**src/rtl/cdc_pkg.sv**
```systemverilog
// Shared types for the req/ack clock-domain-crossing handshake blocks.
package cdc_pkg;

  typedef enum logic [1:0] {
    IDLE    = 2'd0,
    REQ     = 2'd1,
    ACK_LOW = 2'd2
  } state_t;

  localparam int MIN_SYNC_STAGES = 2;

endpackage

```
**src/rtl/cdc_ack_sync.sv**
```systemverilog
// Multi-flop bit synchronizer for the asynchronous acknowledge returning from the remote domain.
module cdc_ack_sync
  import cdc_pkg::*;
#(
  parameter int SYNC_STAGES = 2
) (
  input  logic clk,
  input  logic rst,
  input  logic async_in,
  output logic sync_out
);

  // Fewer than two flops gives no metastability protection, so the chain never goes shorter.
  localparam int STAGES = (SYNC_STAGES < MIN_SYNC_STAGES) ? MIN_SYNC_STAGES : SYNC_STAGES;

  logic [STAGES-1:0] chain;

  always_ff @(posedge clk) begin
    if (rst) begin
      chain <= '0;
    end else begin
      chain <= {chain[STAGES-2:0], async_in};
    end
  end

  assign sync_out = chain[STAGES-1];

endmodule

```
**src/rtl/cdc_hs_tx.sv**
```systemverilog
// Transmit half of a 4-phase req/ack CDC handshake; data_o is held from req rise to handshake end.
// Optional REQ-phase timeout is compiled in with `define CDC_HS_TX_TIMEOUT_EN.
module cdc_hs_tx
  import cdc_pkg::*;
#(
  parameter int DATA_W         = 8,
  parameter int SYNC_STAGES    = 2,
  parameter int TIMEOUT_CYCLES = 1024
) (
  input  logic              clk,
  input  logic              rst,
  input  logic              s_valid,
  output logic              s_ready,
  input  logic [DATA_W-1:0] s_data,
  output logic              req_o,
  output logic [DATA_W-1:0] data_o,
  input  logic              ack_i,
  output logic              busy,
  output logic              timeout_o
);

  state_t            state;
  state_t            state_nxt;
  logic              req_nxt;
  logic [DATA_W-1:0] data_nxt;
  logic              ack_sync;

  cdc_ack_sync #(
    .SYNC_STAGES (SYNC_STAGES)
  ) u_ack_sync (
    .clk      (clk),
    .rst      (rst),
    .async_in (ack_i),
    .sync_out (ack_sync)
  );

`ifdef CDC_HS_TX_TIMEOUT_EN
  localparam int CNT_W = (TIMEOUT_CYCLES > 1) ? $clog2(TIMEOUT_CYCLES) : 1;

  logic [CNT_W-1:0] cnt;
  logic [CNT_W-1:0] cnt_nxt;
  logic             timeout_nxt;
  logic             cnt_expired;

  assign cnt_expired = (cnt == CNT_W'(TIMEOUT_CYCLES - 1));
`endif

  always_ff @(posedge clk) begin
    if (rst) begin
      state  <= IDLE;
      req_o  <= 1'b0;
      data_o <= '0;
`ifdef CDC_HS_TX_TIMEOUT_EN
      cnt       <= '0;
      timeout_o <= 1'b0;
`endif
    end else begin
      state  <= state_nxt;
      req_o  <= req_nxt;
      data_o <= data_nxt;
`ifdef CDC_HS_TX_TIMEOUT_EN
      cnt       <= cnt_nxt;
      timeout_o <= timeout_nxt;
`endif
    end
  end

  // Only the synchronized ack steers the FSM; an ack seen while idle is simply not looked at.
  always_comb begin
    state_nxt = state;
    req_nxt   = req_o;
    data_nxt  = data_o;
`ifdef CDC_HS_TX_TIMEOUT_EN
    cnt_nxt     = cnt;
    timeout_nxt = 1'b0;
`endif
    case (state)
      IDLE: begin
        req_nxt = 1'b0;
        if (s_valid) begin
          data_nxt  = s_data;
          req_nxt   = 1'b1;
          state_nxt = REQ;
`ifdef CDC_HS_TX_TIMEOUT_EN
          cnt_nxt = '0;
`endif
        end
      end
      REQ: begin
        req_nxt = 1'b1;
`ifdef CDC_HS_TX_TIMEOUT_EN
        cnt_nxt = cnt + 1'b1;
`endif
        if (ack_sync) begin
          req_nxt   = 1'b0;
          state_nxt = ACK_LOW;
        end
`ifdef CDC_HS_TX_TIMEOUT_EN
        else if (cnt_expired) begin
          req_nxt     = 1'b0;
          timeout_nxt = 1'b1;
          state_nxt   = ACK_LOW;
        end
`endif
      end
      ACK_LOW: begin
        req_nxt = 1'b0;
        if (!ack_sync) begin
          state_nxt = IDLE;
        end
      end
      default: begin
        req_nxt   = 1'b0;
        state_nxt = IDLE;
      end
    endcase
  end

  always_comb begin
    s_ready = (state == IDLE);
    busy    = (state != IDLE);
  end

`ifndef CDC_HS_TX_TIMEOUT_EN
  assign timeout_o = 1'b0;
`endif

endmodule

```
**config.mk**
```make
export PLATFORM = sky130hd
export DESIGN_NAME = cdc_hs_tx
export DESIGN_NICKNAME = d
export VERILOG_FILES = /design/src/rtl/cdc_pkg.sv /design/src/rtl/cdc_ack_sync.sv /design/src/rtl/cdc_hs_tx.sv
export SDC_FILE = /design/constraint.sdc
export NUM_CORES = 1
export LEC_CHECK = 0
export CORE_UTILIZATION = 38
export CTS_BUF_LIST = sky130_fd_sc_hd__clkbuf_2
export CTS_CLUSTER_SIZE = 24
export DETAILED_ROUTE_END_ITERATION = 10
export HOLD_SLACK_MARGIN = 0.02
export PLACE_DENSITY = 0.87
export SETUP_SLACK_MARGIN = 0.4
export SLEW_MARGIN = 15
export SYNTH_ARGS = -nofsm -noshare
export SYNTH_HDL_FRONTEND = slang
export SYNTH_SLANG_ARGS = --single-unit
```
**constraint.sdc**
```tcl
create_clock -name clk -period 1 [get_ports clk]
set_clock_uncertainty 0.15 [all_clocks]
set_input_delay 0.15 -clock clk [delete_from_list [all_inputs] [get_ports clk]]
set_output_delay 0.15 -clock clk [all_outputs]
set_load 0.02 [all_outputs]
```
# Yosys cells after proc, flatten, opt, wreduce, memory -nomap -nowiden
# Cells that the tools add are included.
[totals] reg_bits=13 latch_bits=0 ram_bits=0 rom_bits=0 input_bits=12 out_inout_bits=12 elab_cells=20 mem_count=0
[classes] add_sub_neg=0 n_mul=0 div_mod_pow=0 magnitude_cmp=0 n_eq_ne=5 shifts=0 mux=7 n_bitwise=0 reduce_logical=4
[ops] operator="$mux 2" count=3
[ops] operator="$pmux 2 s3" count=1
[ops] operator="$ne 2x2->1 const B" count=2
[ops] operator="$reduce_and 3->1" count=1
[ops] operator="$eq 2x1->1 const B" count=1
[ops] operator="$eq 2x2->1 const B" count=1
[ops] operator="$logic_not 2->1" count=1
[ops] operator="$mux 1" count=2
[ops] operator="$ne 2x1->1 const B" count=1
[ops] operator="$pmux 1 s2" count=1
[ops] operator="$reduce_and 2->1" count=1
[ops] operator="$reduce_bool 2->1" count=1

# Depth between registers and ports, before layout
# Gate-level depths: netlist of run 1.
[logic_depth] word_depth=3 depth_mapped=3 mapped_depth_nobuf=2

# Modules after synthesis
# Synthesis of run 1 repeated with hierarchy kept, for this count alone.
[hier_totals] cells_unflattened=53 hier_area_um2=560.5
[modules_own_cells] mod="cdc_hs_tx" n_inst=1 cells_per_inst=49 area_per_inst_um2=508.0 seq_area_each_um2=220.2
[modules_own_cells] mod="cdc_ack_sync" n_inst=1 cells_per_inst=4 area_per_inst_um2=52.6 seq_area_each_um2=40.0

# Worst setup path after synthesis of run 1
# Ideal clock, no wire load.
[synth_path] kind="reg2out" from="reg state[0]" to="out busy" arrival_time_ns=0.869 required_ns=0.700 path_slack_ns=-0.169 path_stages_with_launch=3 n_path_buf=0 cell_sequence="dfxtp_1 > nor2_1 > inv_1"
[synth_via] elab_chain_cells=1
[synth_rtl] item="start, declared" line="cdc_hs_tx.sv:22" source="state_t state;"
[synth_rtl] item="start signal, assigned" line="cdc_hs_tx.sv:58" source="state <= state_nxt;"
[synth_rtl] item="$reduce_bool 2->1" line="cdc_hs_tx.sv:121" source="busy = (state != IDLE);"
[synth_rtl] item="end, declared" line="cdc_hs_tx.sv:18" source="output logic busy,"
# Every way passes these cells.

# Final worst setup path of run 1
[layout_path] from="reg state[0]" to="reg data_o[4]"
[layout_via] elab_chain_cells=2
[layout_rtl] item="$logic_not 2->1" line="cdc_hs_tx.sv:77" source="case (state)"
[layout_rtl] item="$reduce_and 2->1 (no line)"
[layout_rtl] item="end signal, assigned" line="cdc_hs_tx.sv:60" source="data_o <= data_nxt;"
[layout_rtl] item="end, declared" line="cdc_hs_tx.sv:16" source="output logic [DATA_W-1:0] data_o,"
# Every way passes these cells.
# A chain may end at the register's enable or synchronous reset.

==> run metrics, run 1 <==
Synth Area in Compound Gates=2.72%; IO buf count=22; min cycle time layout=1.24 ns; Floorplan Core Area=1330 um2; # Max-Cap Violations=0; Synth Instances=53; net count after synthesis=65; initial core utilization=41.4%; Die H=40.1 um; WS Path Type=register to register; most used cell, CP=buf_6; cell chain of the critical path=buf_6 > nor3b_4 > buf_6 > mux2i_1; Root Buffer Master=clkbuf_2; WL per Instance=13.1 um; Syn Std Cell Area=552 um2; layout filler cell count=104; share of the yosys chip area belonging to registers=47.2%; CTS Buf Count=3; slowest CP cell=dfxtp_2; Pleak=0.449 nW; final setup margin=-0.242 ns; largest family of logic cells by synthesized area=simple AND/OR/NAND/NOR gates; Die ar.=1610 um2; clk_lat worst skew=0.29 ns; Setup Slack @ Placement=-0.414 ns; Worst setup SP type=register; CP Data Arrival Time=1.31 ns; Critical Path Sink Type=register; Post-Synth Simple-Gate Area=27.9%; CTS max path bufs=2; Syn-to-layout area delta=82.8%; 1st-iter DRT viols=2; num ports=24; Sum Neg Setup Slack=-3.18 ns; detailed-route DRC error count=0; Syn. warnings=0; clk sinks=13; final hold viol count=0; run status=complete, but fails checks; commonest non-fill, non-tap cell in the layout=nand2b_1; via count=501; failing checks=setup timing; clock slew at reported path FFs=0.12 ns; Mapped Avg Cell Area=10.4 um2; Cell variety after synth=13; crit-path max FO=8; global-route wire length before repair=2.02 mm; area of the multi-input gates=310 um2; commonest cells after routing, fill and taps aside=17 x nand2b_1, 16 x buf_6, 12 x buf_4; H-tree depth=1; total power density per cell area=1210 nW/um2; hold crit path type=primary input to register; Highest Clock Rate=805 MHz; Detailed Place HPWL=828 um; DRT Pass-1 Iters=2; Tcrit/Tclk final=124%; adder-cell share of the synthesized area=0%; RSZ-0062 raised after global routing=true; mux contribution to synthesized area=14.5%; Post-DRT Antenna Nets=0; WL final=1.40 mm; Overflow after GRT=0; Core Rows=13; CTS tree=built; endpoints failing setup=22; drt via density=4.68; ant diodes=0; layout cells sized above 1=57.6%; fin nets=105; GP Congestion=0.545; GR Util All Layers=21.0%; VDD IR max=0.881 mV; Synth Register Bits=13; antenna violations before repair=0; Die W=40.1 um; CTS Hold Bufs=0; number of global-route vias before repair=473; max-slew violations=0; critical path required time=1.07 ns; XOR/XNOR Fraction of Synth Area=1.59%; delay of the slowest critical-path stage=0.36 ns; largest net degree at the start of global routing=13; Reg area=278 um2; fin util=75.6%
critical path, delay by kind of cell, from the launching register on:
kind | cells | cell delay, ns
buf+inv | 2 | 0.29
flops | 1 | 0.36
mux | 1 | 0.19
simple gates | 1 | 0.18
what timing repair did:
action / in CTS / in global routing
pin swaps: 4 / 0
endpoints found under the setup margin: 24 / 24
setup buffers: 8 / 0
gates cloned: 1 / 0
gates resized for setup: 81 / 8
synth_stat cells:
master / instances / area [um2]
nand2b_1: 18 / 113
dfxtp_1: 13 / 260
mux2i_1: 8 / 80.1
a211oi_1: 2 / 15.0
clkbuf_1: 2 / 7.51
nor2b_1: 2 / 12.5
nor3b_2: 2 / 25.0
buf_4: 1 / 7.51
buf_6: 1 / 11.3
conb_1: 1 / 3.75
inv_1: 1 / 3.75
nor2_1: 1 / 3.75
xnor2_1: 1 / 8.76
cells by family after synthesis:
logic type,count (synthesis)
other,1
AND/OR/NAND/NOR,23
XOR/XNOR,1
multiplexers,8
flip-flops,13
AO/OA/AOI/OAI,2
buffers and inverters,5
power breakdown:
| group | switching, mW | leakage, nW | internal (mW) |
|---|---|---|---|
| sequential | 0.0244 | 0.112 | 0.558 |
| clock | 0.181 | 0.0166 | 0.106 |
| combinational | 0.140 | 0.321 | 0.212 |
| total | 0.345 | 0.449 | 0.876 |
sequential cells by signal, indices dropped and copies added (netlist names):
name and cells:
data_o 8, req_o 1, state 2, u_ack_sync.chain 2
worst paths after layout:
check                      startpoint                   to  slack [ns]  cells past startpoint
setup reg to reg             state[0]            data_o[4]       -0.24                      4
hold / removal                  ack_i  u_ack_sync.chain[0]        0.05                      2
hold reg to reg   u_ack_sync.chain[0]  u_ack_sync.chain[1]        0.32                      1
setup / recovery             state[0]            data_o[4]       -0.24                      4
per-layer routing:
metal / vias up / GRT usage [%] / wire length, um
li1: 244 / - / -
met1: 237 / 16.8 / 425
met2: 17 / 42.3 / 889
met3: 3 / 8.33 / 66
met4: 0 / 10.3 / 18
met5: - / 0 / 0
stage by stage:
stage,hold WS [ns],area [um2],power (mW),std cells
floorplan,0.128,578,0.731,53
global placement,0.269,841,0.861,94
detailed placement,0.275,841,0.869,94
CTS,0.0227,978,1.21,107
global route,0.0558,1010,1.28,107
finish,0.0466,1010,1.22,107
cell type report:
| type | count | area share, % |
|---|---|---|
| Timing Repair Buffer | 39 | 37.5 |
| Tap cell | 15 | 1.86 |
| Sequential cell | 13 | 27.5 |
| Clock buffer | 4 | 1.99 |
| Multi-Input combinational cell | 35 | 30.8 |
| Inverter | 1 | 0.372 |
(Power assumes the default switching activity.)
==> run 2, diff against run 1 <==
--- a/config.mk
+++ b/config.mk
@@ -9,6 +9,7 @@
 export CTS_BUF_LIST = sky130_fd_sc_hd__clkbuf_2
 export CTS_CLUSTER_SIZE = 24
 export DETAILED_ROUTE_END_ITERATION = 10
+export GPL_TIMING_DRIVEN = 0
 export HOLD_SLACK_MARGIN = 0.02
 export PLACE_DENSITY = 0.87
 export SETUP_SLACK_MARGIN = 0.4
==> run 2 against run 1 <==
Effect of this change: the run still ends with setup timing left; cell count shrank 8.4%; routed wire length down 16%; power is 4.9% lower; register-to-register slack is essentially flat; sequential cell count stayed put; hold slack gained 0.0041 ns; die area unchanged; critical path type unchanged.
==> run metrics, run 2 (synthesis gave the netlist of run 1 again) <==
run status=complete, but fails checks; failing checks=setup timing; max-slew violations=0 (unchanged); # Max-Cap Violations=0 (unchanged); CP Data Arrival Time=1.31 ns (about the same); power share of the sequential group=49.8% (+2.1 points); clock share of power=23.5% (about the same); WL final=1.17 mm (-16%); Biggest register=data_o; H-tree depth=1 (unchanged); initial core utilization=41.4% (unchanged); Tcrit/Tclk final=126% (+1.5 points); Highest Clock Rate=796 MHz (-1.2%); Die H=40.1 um (unchanged); CTS tree=built; Overflow after GRT=0 (unchanged); Worst Path Buf+Inv=2 (unchanged); GR Util All Layers=15.8% (-5.2 points); endpoints failing setup=22 (unchanged); Comb pwr share=26.7% (-2.1 points); most used cell, CP=buf_6; hold crit path type=primary input to register; critical path required time=1.05 ns (-0.02 ns); CTS Buf Count=3 (unchanged); number of global-route vias before repair=372 (-21%); clk_lat worst skew=0.26 ns (-0.03 ns); crit-path max FO=8 (unchanged); 1st-iter DRT viols=0 (-2); Worst setup SP type=register; worst r2r dst=data_o[3]; WHS Endpoint=u_ack_sync.chain[0]; cell chain of the critical path=buf_6 > nor3b_4 > buf_6 > mux2i_1; commonest cells after routing, fill and taps aside=17 x nand2b_1, 11 x buf_6, 9 x clkdlybuf4s50_1; layout cells sized above 1=49.4% (-8.2 points); WS Path Type=register to register; Top delay family on crit path=flip-flops; commonest non-fill, non-tap cell in the layout=nand2b_1; CTS max path bufs=2 (unchanged); min cycle time layout=1.26 ns (+0.0145 ns); drt via density=4.58 (-2.1%); Critical Path Start=state[0]; clk sinks=13 (unchanged); Hold Path Cell Cnt=2 (unchanged); delay of the slowest critical-path stage=0.38 ns (+0.02 ns); Die ar.=1610 um2 (unchanged); Detailed Place HPWL=741 um (-11%); DRT Pass-1 Iters=1 (-1); FF-to-FF path depth=4 (unchanged); via count=449 (-10%); detailed-route DRC error count=0 (unchanged); VDD IR max=0.690 mV (-22%); largest net degree at the start of global routing=11 (-2); final hold viol count=0 (unchanged); Post-DP Area=817 um2 (-2.8%); Root Buffer Master=clkbuf_2; GP Congestion=0.544 (about the same); RSZ-0062 raised after global routing=true; Pleak=0.392 nW (-13%); Floorplan Core Area=1330 um2 (unchanged); slowest CP cell=dfxtp_4; overall power=1.16 mW (-4.9%); post-layout instance area=916 um2 (-9.2%); Die W=40.1 um (unchanged); WL per Instance=11.9 um (-8.8%); Int Power=843 uW (-3.9%); worst hold slack=0.0507 ns (+0.00412 ns); largest registers=data_o (8), state (2), u_ack_sync.chain (2); global-route wire length before repair=1.61 mm (-20%); Core Rows=13 (unchanged); total power density per cell area=1270 nW/um2 (+4.7%); fin nets=96 (-8.6%); num ports=24 (unchanged); RR Startpoint=state[0]; Largest register FFs=8 (unchanged); Non-Filler Instances=98 (-8.4%); Post-DRT Antenna Nets=0 (unchanged); hold path startpoint=ack_i; sw power=319 uW (-7.4%); Post-Place Cells=90 (-4.3%); Sw Ratio=27.5% (-0.77 points); Critical Path Sink Type=register; Syn-to-layout area delta=66.0%; clock slew at reported path FFs=0.12 ns (about the same); ant diodes=0 (unchanged); antenna violations before repair=0 (unchanged); final setup margin=-0.257 ns (-0.0145 ns); IO buf count=22 (unchanged); Setup Slack @ Placement=-0.502 ns (-0.0882 ns); R2R Setup Slk=-0.26 ns (about the same)
## run 2: changes by cell type in the layout (fill, tap and decap cells not counted), moves of 2 or more
| cell | change |
|---|---|
| buf_4 | -7 |
| clkbuf_8 | +2 |
| dfxtp_2 | -3 |
| dfxtp_4 | +2 |
| buf_6 | -5 |
## run 2: per-layer routing
layer	share of wire (%)	track usage, %	up-vias
met3	4.6	5.00	0
met1	42	19.7	203
li1	-	-	228
met5	0	0	-
met4	0	7.76	0
met2	53	24.2	18
## run 2: final cells by class
cell class,count,area [um2]
Buffer,4,36.3
Tap cell,15,18.8
Inverter,1,3.75
Sequential cell,13,282
Timing Repair Buffer,26,260
Fill cell,107,418
Multi-Input combinational cell,35,295
Clock buffer,4,20.0
## run 2: repair_timing
action                     in CTS  in global routing
setup buffers                   3                  0
hold endpoints to repair        0                  0
hold buffers                    0                  0
setup endpoints to repair      24                 24
cloned                          1                  0
pin swaps                       1                  3
gates resized for setup        73                 12
## run 2: through the flow
stage / setup TNS, ns / utilization [%]
after floorplan: -0.481 / -
after global placement: -6.76 / 61.3
after detailed placement: -7.33 / 61.3
after CTS: -3.52 / 66.1
after global routing: -4.33 / 68.7
final: -3.26 / 68.7
## run 2: power by group through the flow
| stage | clock network (mW) | logic [mW] | registers, mW |
|---|---|---|---|
| CTS | 0.279 | 0.293 | 0.578 |
| global route | 0.311 | 0.331 | 0.585 |
| detailed placement | 0 | 0.272 | 0.586 |
| finish | 0.273 | 0.310 | 0.579 |
| floorplan | 0 | 0.114 | 0.617 |
| global placement | 0 | 0.267 | 0.583 |
## run 2: how the worst max path moves through the flow
stage,endpoint,slack (ns),depth (start not counted)
2_1_floorplan,data_o[0],-0.06,3
3_3_place_gp,data_o[4],-0.45,4
3_5_place_dp,data_o[3],-0.50,4
4_1_cts,data_o[4],-0.28,4
5_1_grt,data_o[3],-0.31,4
6_report,data_o[3],-0.26,4
==> run 3, diff against run 2 <==
--- a/config.mk
+++ b/config.mk
@@ -7,13 +7,12 @@
 export LEC_CHECK = 0
 export CORE_UTILIZATION = 38
 export CTS_BUF_LIST = sky130_fd_sc_hd__clkbuf_2
-export CTS_CLUSTER_SIZE = 24
+export CTS_CLUSTER_SIZE = 12
 export DETAILED_ROUTE_END_ITERATION = 10
 export GPL_TIMING_DRIVEN = 0
 export HOLD_SLACK_MARGIN = 0.02
 export PLACE_DENSITY = 0.87
 export SETUP_SLACK_MARGIN = 0.4
-export SLEW_MARGIN = 15
 export SYNTH_ARGS = -nofsm -noshare
 export SYNTH_HDL_FRONTEND = slang
 export SYNTH_SLANG_ARGS = --single-unit
==> results of run 3 <==
The final DEF is identical to that of run 2; final timing and power are the same.
